[config.mk]
export PLATFORM = sky130hd
export DESIGN_NAME = unpack_pkt_arbiter
export DESIGN_NICKNAME = d
export VERILOG_FILES = /design/src/rtl/unpack_pkt_arbiter.sv
export SDC_FILE = /design/constraint.sdc
export NUM_CORES = 1
export LEC_CHECK = 0
export ABC_AREA = 1
export ABC_CLOCK_PERIOD_IN_PS = 3150
export CORE_ASPECT_RATIO = 1.1
export CORE_MARGIN = 8
export CORE_UTILIZATION = 31
export DETAILED_ROUTE_END_ITERATION = 10
export PLACE_DENSITY = 0.87
export SETUP_SLACK_MARGIN = 0.4
export SYNTH_ARGS = -nofsm -noshare
export SYNTH_HDL_FRONTEND = slang
export SYNTH_SLANG_ARGS = --single-unit
[constraint.sdc]
create_clock -name clk -period 3.15 [get_ports clk]
set_input_delay 0.945 -clock clk [delete_from_list [all_inputs] [get_ports clk]]
set_output_delay 0.945 -clock clk [all_outputs]
set_load 0.1 [all_outputs]
[src/rtl/unpack_pkt_arbiter.sv]
// unpack_pkt_arbiter
//   Packet-level round-robin arbiter sharing one downstream unpacker between
//   N_SRC packetised sources. A grant is taken on a sop beat and held until
//   the eop beat is accepted, so packets never interleave. Arbitration costs
//   one bubble cycle per packet. Streaming while locked is zero-latency.
//
//   Optional feature macro: PKT_ARB_WDOG_EN
//     Adds a stall watchdog. If the locked source stops presenting beats for
//     WDOG_CYCLES cycles while the unpacker is ready, the lock is released
//     (no eop is synthesised) and abort_pulse fires. Without the macro
//     abort_pulse is tied low and a locked source may stall forever.
//
// Parameters
//   N_SRC        number of sources (1..16)
//   DW           beat data width
//   WDOG_CYCLES  watchdog stall limit (watchdog builds only)
//
// Ports
//   clk, rst          clock; asynchronous active-high reset
//   s_valid/s_ready   per-source handshake
//   s_data            source i occupies s_data[i*DW +: DW]
//   s_sop/s_eop       per-source packet delimiters
//   m_valid/m_ready   handshake toward the unpacker
//   m_data/m_sop/m_eop muxed beat from the locked source
//   grant_idx         locked source index, held after the lock ends
//   busy              high while a packet is locked
//   drop_pulse        one cycle: a stray non-sop beat was discarded while idle
//   abort_pulse       one cycle: the watchdog released a lock
module unpack_pkt_arbiter #(
  parameter int unsigned N_SRC       = 4,
  parameter int unsigned DW          = 32,
  parameter int unsigned WDOG_CYCLES = 64,
  localparam int unsigned IW         = (N_SRC > 1) ? $clog2(N_SRC) : 1
) (
  input  logic                clk,
  input  logic                rst,
  input  logic [N_SRC-1:0]    s_valid,
  output logic [N_SRC-1:0]    s_ready,
  input  logic [N_SRC*DW-1:0] s_data,
  input  logic [N_SRC-1:0]    s_sop,
  input  logic [N_SRC-1:0]    s_eop,
  output logic                m_valid,
  input  logic                m_ready,
  output logic [DW-1:0]       m_data,
  output logic                m_sop,
  output logic                m_eop,
  output logic [IW-1:0]       grant_idx,
  output logic                busy,
  output logic                drop_pulse,
  output logic                abort_pulse
);

  localparam logic [0:0] IDLE = 1'b0;
  localparam logic [0:0] LOCK = 1'b1;

  logic [0:0]       state;
  logic [IW-1:0]    rr_ptr;

  logic [N_SRC-1:0] cand;
  logic [N_SRC-1:0] stray;
  logic             win_found;
  logic             hi_found;
  logic [IW-1:0]    hi_idx;
  logic [IW-1:0]    lo_idx;
  logic [IW-1:0]    win_idx;

  logic             g_valid;
  logic             g_sop;
  logic             g_eop;
  logic [DW-1:0]    g_data;
  logic             g_accept;
  logic             g_done;
  logic [IW-1:0]    g_next;
  logic             wdog_fire;

  assign cand  = s_valid & s_sop;
  assign stray = s_valid & ~s_sop;

  // Round-robin pick: lowest candidate at or above rr_ptr, otherwise the
  // lowest candidate overall (the wrap-around case).
  always_comb begin
    hi_found = 1'b0;
    win_found = 1'b0;
    hi_idx   = '0;
    lo_idx   = '0;
    for (int unsigned i = 0; i < N_SRC; i++) begin
      if (cand[i] && !win_found) begin
        win_found = 1'b1;
        lo_idx    = IW'(i);
      end
      if (cand[i] && !hi_found && (IW'(i) >= rr_ptr)) begin
        hi_found = 1'b1;
        hi_idx   = IW'(i);
      end
    end
    win_idx = hi_found ? hi_idx : lo_idx;
  end

  // Locked-source mux
  always_comb begin
    g_valid = 1'b0;
    g_sop   = 1'b0;
    g_eop   = 1'b0;
    g_data  = '0;
    for (int unsigned i = 0; i < N_SRC; i++) begin
      if (grant_idx == IW'(i)) begin
        g_valid = s_valid[i];
        g_sop   = s_sop[i];
        g_eop   = s_eop[i];
        g_data  = s_data[i*DW +: DW];
      end
    end
  end

  assign busy     = (state == LOCK);
  assign m_valid  = busy & g_valid;
  assign m_sop    = busy & g_sop;
  assign m_eop    = busy & g_eop;
  assign m_data   = busy ? g_data : '0;
  assign g_accept = busy & g_valid & m_ready;
  assign g_done   = g_accept & g_eop;
  assign g_next   = (grant_idx == IW'(N_SRC - 1)) ? '0 : grant_idx + 1'b1;

  // While idle, stray non-sop beats are swallowed; sop beats wait for the
  // lock. Ready is forced low during reset so nothing is consumed then.
  always_comb begin
    s_ready = '0;
    if (!rst) begin
      if (state == IDLE) begin
        s_ready = stray;
      end else begin
        for (int unsigned i = 0; i < N_SRC; i++) begin
          if (grant_idx == IW'(i)) s_ready[i] = m_ready;
        end
      end
    end
  end

  always_ff @(posedge clk or posedge rst) begin
    if (rst) begin
      state      <= IDLE;
      rr_ptr     <= '0;
      grant_idx  <= '0;
      drop_pulse <= 1'b0;
    end else begin
      drop_pulse <= (state == IDLE) && (|stray);
      if (state == IDLE) begin
        if (win_found) begin
          grant_idx <= win_idx;
          state     <= LOCK;
        end
      end else begin
        if (g_done || wdog_fire) begin
          state  <= IDLE;
          rr_ptr <= g_next;
        end
      end
    end
  end

`ifdef PKT_ARB_WDOG_EN
  localparam int unsigned CW = $clog2(WDOG_CYCLES + 1);

  logic [CW-1:0] wdog_cnt;
  logic          wdog_inc;

  assign wdog_inc  = busy & ~g_valid & m_ready;
  // Fires on the edge where the count would reach WDOG_CYCLES.
  assign wdog_fire = wdog_inc && (wdog_cnt == CW'(WDOG_CYCLES - 1));

  always_ff @(posedge clk or posedge rst) begin
    if (rst) begin
      wdog_cnt    <= '0;
      abort_pulse <= 1'b0;
    end else begin
      abort_pulse <= wdog_fire;
      if (!busy || g_accept || wdog_fire) begin
        wdog_cnt <= '0;
      end else if (wdog_inc) begin
        wdog_cnt <= wdog_cnt + 1'b1;
      end
    end
  end
`else
  // WDOG_CYCLES only matters with the watchdog; keep it referenced so the
  // parameter list is identical across builds.
  logic unused_wdog_cfg;
  assign unused_wdog_cfg = ^WDOG_CYCLES;
  assign wdog_fire       = 1'b0;
  assign abort_pulse     = 1'b0;
`endif

endmodule
==> results.cfg, run 1 <==
[floorplanning]
die_w_um = 87.6
io-pin-count = 187
floorplan.initialDensity_pct = 32.2
rows = 28
floorplan.die.height_um = 94.8

[synthesis]
synth_seq_cells = 6
synth_area_per_cell_um2 = 5.42
yosys.cell_types.count = 29
ys.flop_type = sky130_fd_sc_hd__dfrtp_1
cell_area_synth_um2 = 1750
yosysMostFrequentCell = sky130_fd_sc_hd__a21oi_1
netlist_top_cells_area = sky130_fd_sc_hd__a21oi_1, sky130_fd_sc_hd__o21ai_0, sky130_fd_sc_hd__nand2_1, sky130_fd_sc_hd__nand3_1, sky130_fd_sc_hd__dfrtp_1
synth_top_family_by_area = compound AO/OA/AOI/OAI gates
count_of_flip_flops_with_a_built_in_enable_after_synthesis = 0
post_synth_top_area_cell = sky130_fd_sc_hd__a21oi_1
synth.area.mux_share_pct = 0
synth_common_cells = sky130_fd_sc_hd__a21oi_1, sky130_fd_sc_hd__o21ai_0, sky130_fd_sc_hd__nand2_1
synth_compound_gate_area_share_pct = 44.8
synth_top_area_share_pct = 20.9
ys_seq_area_share_pct = 8.58
synth_area_in_xor_xnor_pct = 0
yosys_warnings = 0
synthesized_area_fraction_occupied_by_and_or_nand_nor_cells_pct = 28.8
synth_nets = 470
synth-adder-area-share_pct = 2.86
syn-instance-count = 323
synthArstFlopShare_pct = 100

[clock_tree]
count_of_hold_buffers_inserted_by_post_cts_repair = 0
cts_root_buf = sky130_fd_sc_hd__clkbuf_8
cts-root-to-sink-buffers = 2
cts_bufs_inserted = 3
clock_sink_count = 6
cts-htree-levels = 1

[sta]
worstEndpointType = output port
timing.grt.repair.worst_endpoint = m_data[25]

[global_route]
globalRouteTotalUtil_pct = 72.3
grt_max_degree = 37
overflow = 180

[place]
port-buffer-count = 185
dpl.cell_count = 568
gp_congestion = 0.906
hpwl_mm = 9.06

[status]
failing_step = global routing (5_1_grt)
firstError = [ERROR GRT-0232] Routing congestion too high. Check the congestion heatmap in the GUI.
outcome = stopped before the end
cell families after synthesis:
kind of cell,Yosys count
other,1
AND/OR/NAND/NOR,115
flip-flops,6
AO/OA/AOI/OAI,151
adder cells (fa/ha/maj),4
buffers and inverters,46
per-stage QoR:
| step | hold slack, ns | area [um^2] | setup slack [ns] | util [%] |
|---|---|---|---|---|
| after floorplan | 0.472 | 2270 | 0.183 | - |
| after global placement | 0.504 | 4520 | 0.0666 | 83.2 |
| after detailed placement | 0.528 | 4520 | 0.00504 | 83.2 |
| after CTS | 0.538 | 5100 | 0.330 | 94.0 |
routing by layer:
layer  overflow  global-route usage [%]
met4         63                    86.7
met5          0                   0.606
met1          0                    68.4
met3          2                    50.7
met2        115                    94.2
repair_timing:
item	4_1_cts
gates cloned	5
setup buffers	16
pin swaps	117
resized for setup	242
endpoints found under the setup margin	39
==> run 2: changes to the inputs <==
Settings changed: CORE_ASPECT_RATIO 1.1 to default, PLACE_DENSITY 0.87 to default, PLACE_DENSITY_LB_ADDON from default to 0.15, SETUP_SLACK_MARGIN 0.4 to default.
==> run 2 against run 1 <==
Net effect: the flow now finishes without violations; area after synthesis did not move; synthesized cell count did not move.
==> results.cfg, run 2 <==
[floorplanning]
die_area_um2 = 8300
floorplan.initialDensity_pct = 32.0
io-pin-count = 187
rows = 27
die_w_um = 91.1
core_area_um2 = 5470
floorplan.die.height_um = 91.1

[min_path]
timing.hold.worst.class = reg -> reg
worstHoldPathCells = 2

[sta]
final.period_utilization_pct = 98.5
setup_viol = 0
achievable-frequency_mhz = 322
setup_repair_after_global_routing_missed_its_margin = false
timing_hold_violations_final = 0
final_period_minus_worst_setup_slack_ns = 3.10
setup_ws_ns = 0.0466
report.final.slew_viol_count = 0
fin_skew_ns = 0.00423

[setup_path]
arrival_ns = 2.16
worst_setup_path_end_kind = primary output
reg2reg_setup_slack_ns = 1.27
critical_path_required_ns = 2.20
crit_type = in -> out
startpoint_type = primary input
timing.critical_path.fanout_max = 5
r2r.worst_path.cells = 10

[synthesis]
count_of_flip_flops_with_a_built_in_enable_after_synthesis = 0
ys_seq_area_share_pct = 8.58
synthArstFlopShare_pct = 100
ys.flop_type = sky130_fd_sc_hd__dfrtp_1
syn-instance-count = 323
cell_area_synth_um2 = 1750
synth_area_per_cell_um2 = 5.42
synth_seq_cells = 6
post_synth_top_area_cell = sky130_fd_sc_hd__a21oi_1
yosysMostFrequentCell = sky130_fd_sc_hd__a21oi_1
synth_common_cells = sky130_fd_sc_hd__a21oi_1, sky130_fd_sc_hd__o21ai_0, sky130_fd_sc_hd__nand2_1
synth_top_area_share_pct = 20.9
yosys_warnings = 0
synth_nets = 470
netlist_top_cells_area = sky130_fd_sc_hd__a21oi_1, sky130_fd_sc_hd__o21ai_0, sky130_fd_sc_hd__nand2_1, sky130_fd_sc_hd__nand3_1, sky130_fd_sc_hd__dfrtp_1
yosys.cell_types.count = 29

[place]
hpwl_mm = 8.93
pre_cts_ws_ns = -0.0104
gp_congestion = 0.858
port-buffer-count = 185
post_dp_cell_area_um2 = 4480

[layout]
final_common_cell = sky130_fd_sc_hd__clkdlybuf4s50_1
n_antenna_cell = 0
reg_top3 = grant_idx x2, rr_ptr x2
most-common-layout-cells = sky130_fd_sc_hd__clkdlybuf4s50_1, sky130_fd_sc_hd__nand2_1, sky130_fd_sc_hd__o21ai_0
finalNetCount = 648
finalInstanceArea_um2 = 4530
final_layout_size_suffix_gt1_share_pct = 23.4
areaGrowthSynthToFinish_pct = 159

[global_route]
grt_pass1_vias = 3083
globalRouteTotalUtil_pct = 24.2
grt_first_pass_wirelength_mm = 16.7
antenna_found_initial = 0
overflow = 0
grt_max_degree = 37

[clock_tree]
later_pin_clock_latency_in_the_skew_report_ns = 0.22
cts_bufs_inserted = 3
post-cts-setup-buffer-count = 0
cts-root-to-sink-buffers = 2
clock_sink_count = 6
cts_root_buf = sky130_fd_sc_hd__clkbuf_8
cts_tree = yes
cts-htree-levels = 1
clk_transition_reported_paths_ns = 0.04

[job]
max_cap_viols = 0

[route]
post_drt_via_cell_ratio = 5.46
detail_route.drc_violations = 0
route.final.wire_length_mm = 10.8
drt_first_pass_iters = 5
first_iter_violations = 141
vias = 3115
wire_per_inst_um = 18.9
drtAntennaViolNets = 0

[status]
outcome = finished, final reports clean
[run 2: cell counts after synthesis]
Identical to the previous run, type by type.
[run 2: timing repair]
action	4_1_cts	5_1_grt
endpoints found under the hold margin	0	0
pin swaps	1	1
hold buffers	0	0
gates resized for setup	1	2
endpoints found under the setup margin	1	1
[run 2: cells by family (layout without fill, tap and decap cells)]
| logic type | after synthesis | after routing | synth area share [%] |
|---|---|---|---|
| simple gates | 115 | 115 | 28.8 |
| fa+ha+maj | 4 | 4 | 2.86 |
| buf+inv | 46 | 222 | 14.7 |
| compound gates | 151 | 151 | 44.8 |
| flops | 6 | 6 | 8.58 |
| other cells | 1 | 1 | 0.214 |
[run 2: routing by layer]
metal	part of all wire (%)	routed length, um	track usage, %	up-vias
met5	0	0	0	-
met4	1.0	110	3.96	0
met3	8.5	922	4.53	6
met2	55	5890	47.8	167
met1	36	3870	26.1	1455
li1	-	-	-	1487
[run 2: worst paths after layout]
check | startpoint | endpoint
max | m_ready | s_ready[1]
min | busy | busy
max reg2reg | grant_idx[1] | rr_ptr[0]
min reg2reg | busy | busy
max in group asynchronous | rst | grant_idx[0]
min in group asynchronous | rst | grant_idx[1]
[run 2: stage by stage]
step	hold slack [ns]	instances	utilization, %	TNS (ns)
6_report	0.522	571	82.8	0
2_1_floorplan	0.472	323	-	0
5_1_grt	0.554	571	82.8	0
4_1_cts	0.520	571	82.7	0
3_3_place_gp	0.502	568	81.9	0
3_5_place_dp	0.512	568	81.9	-0.0104
[run 2: critical path: stages]
cell                              delay, ns
sky130_fd_sc_hd__clkdlybuf4s50_1       0.59
sky130_fd_sc_hd__a21oi_1               0.15
sky130_fd_sc_hd__a211oi_4              0.26
sky130_fd_sc_hd__buf_12                0.21
[run 2: cell type report]
type / count / area, um^2
Inverter: 16 / 67.6
Sequential cell: 6 / 158
Fill cell: 370 / 941
Multi-Input combinational cell: 271 / 1760
Tap cell: 72 / 90.1
Clock buffer: 3 / 41.3
Timing Repair Buffer: 203 / 2420
Power of run 2 is left out: the tool's default activity adds up to more than one toggle a clock period on the data nets, which glitch-free logic cannot reach.
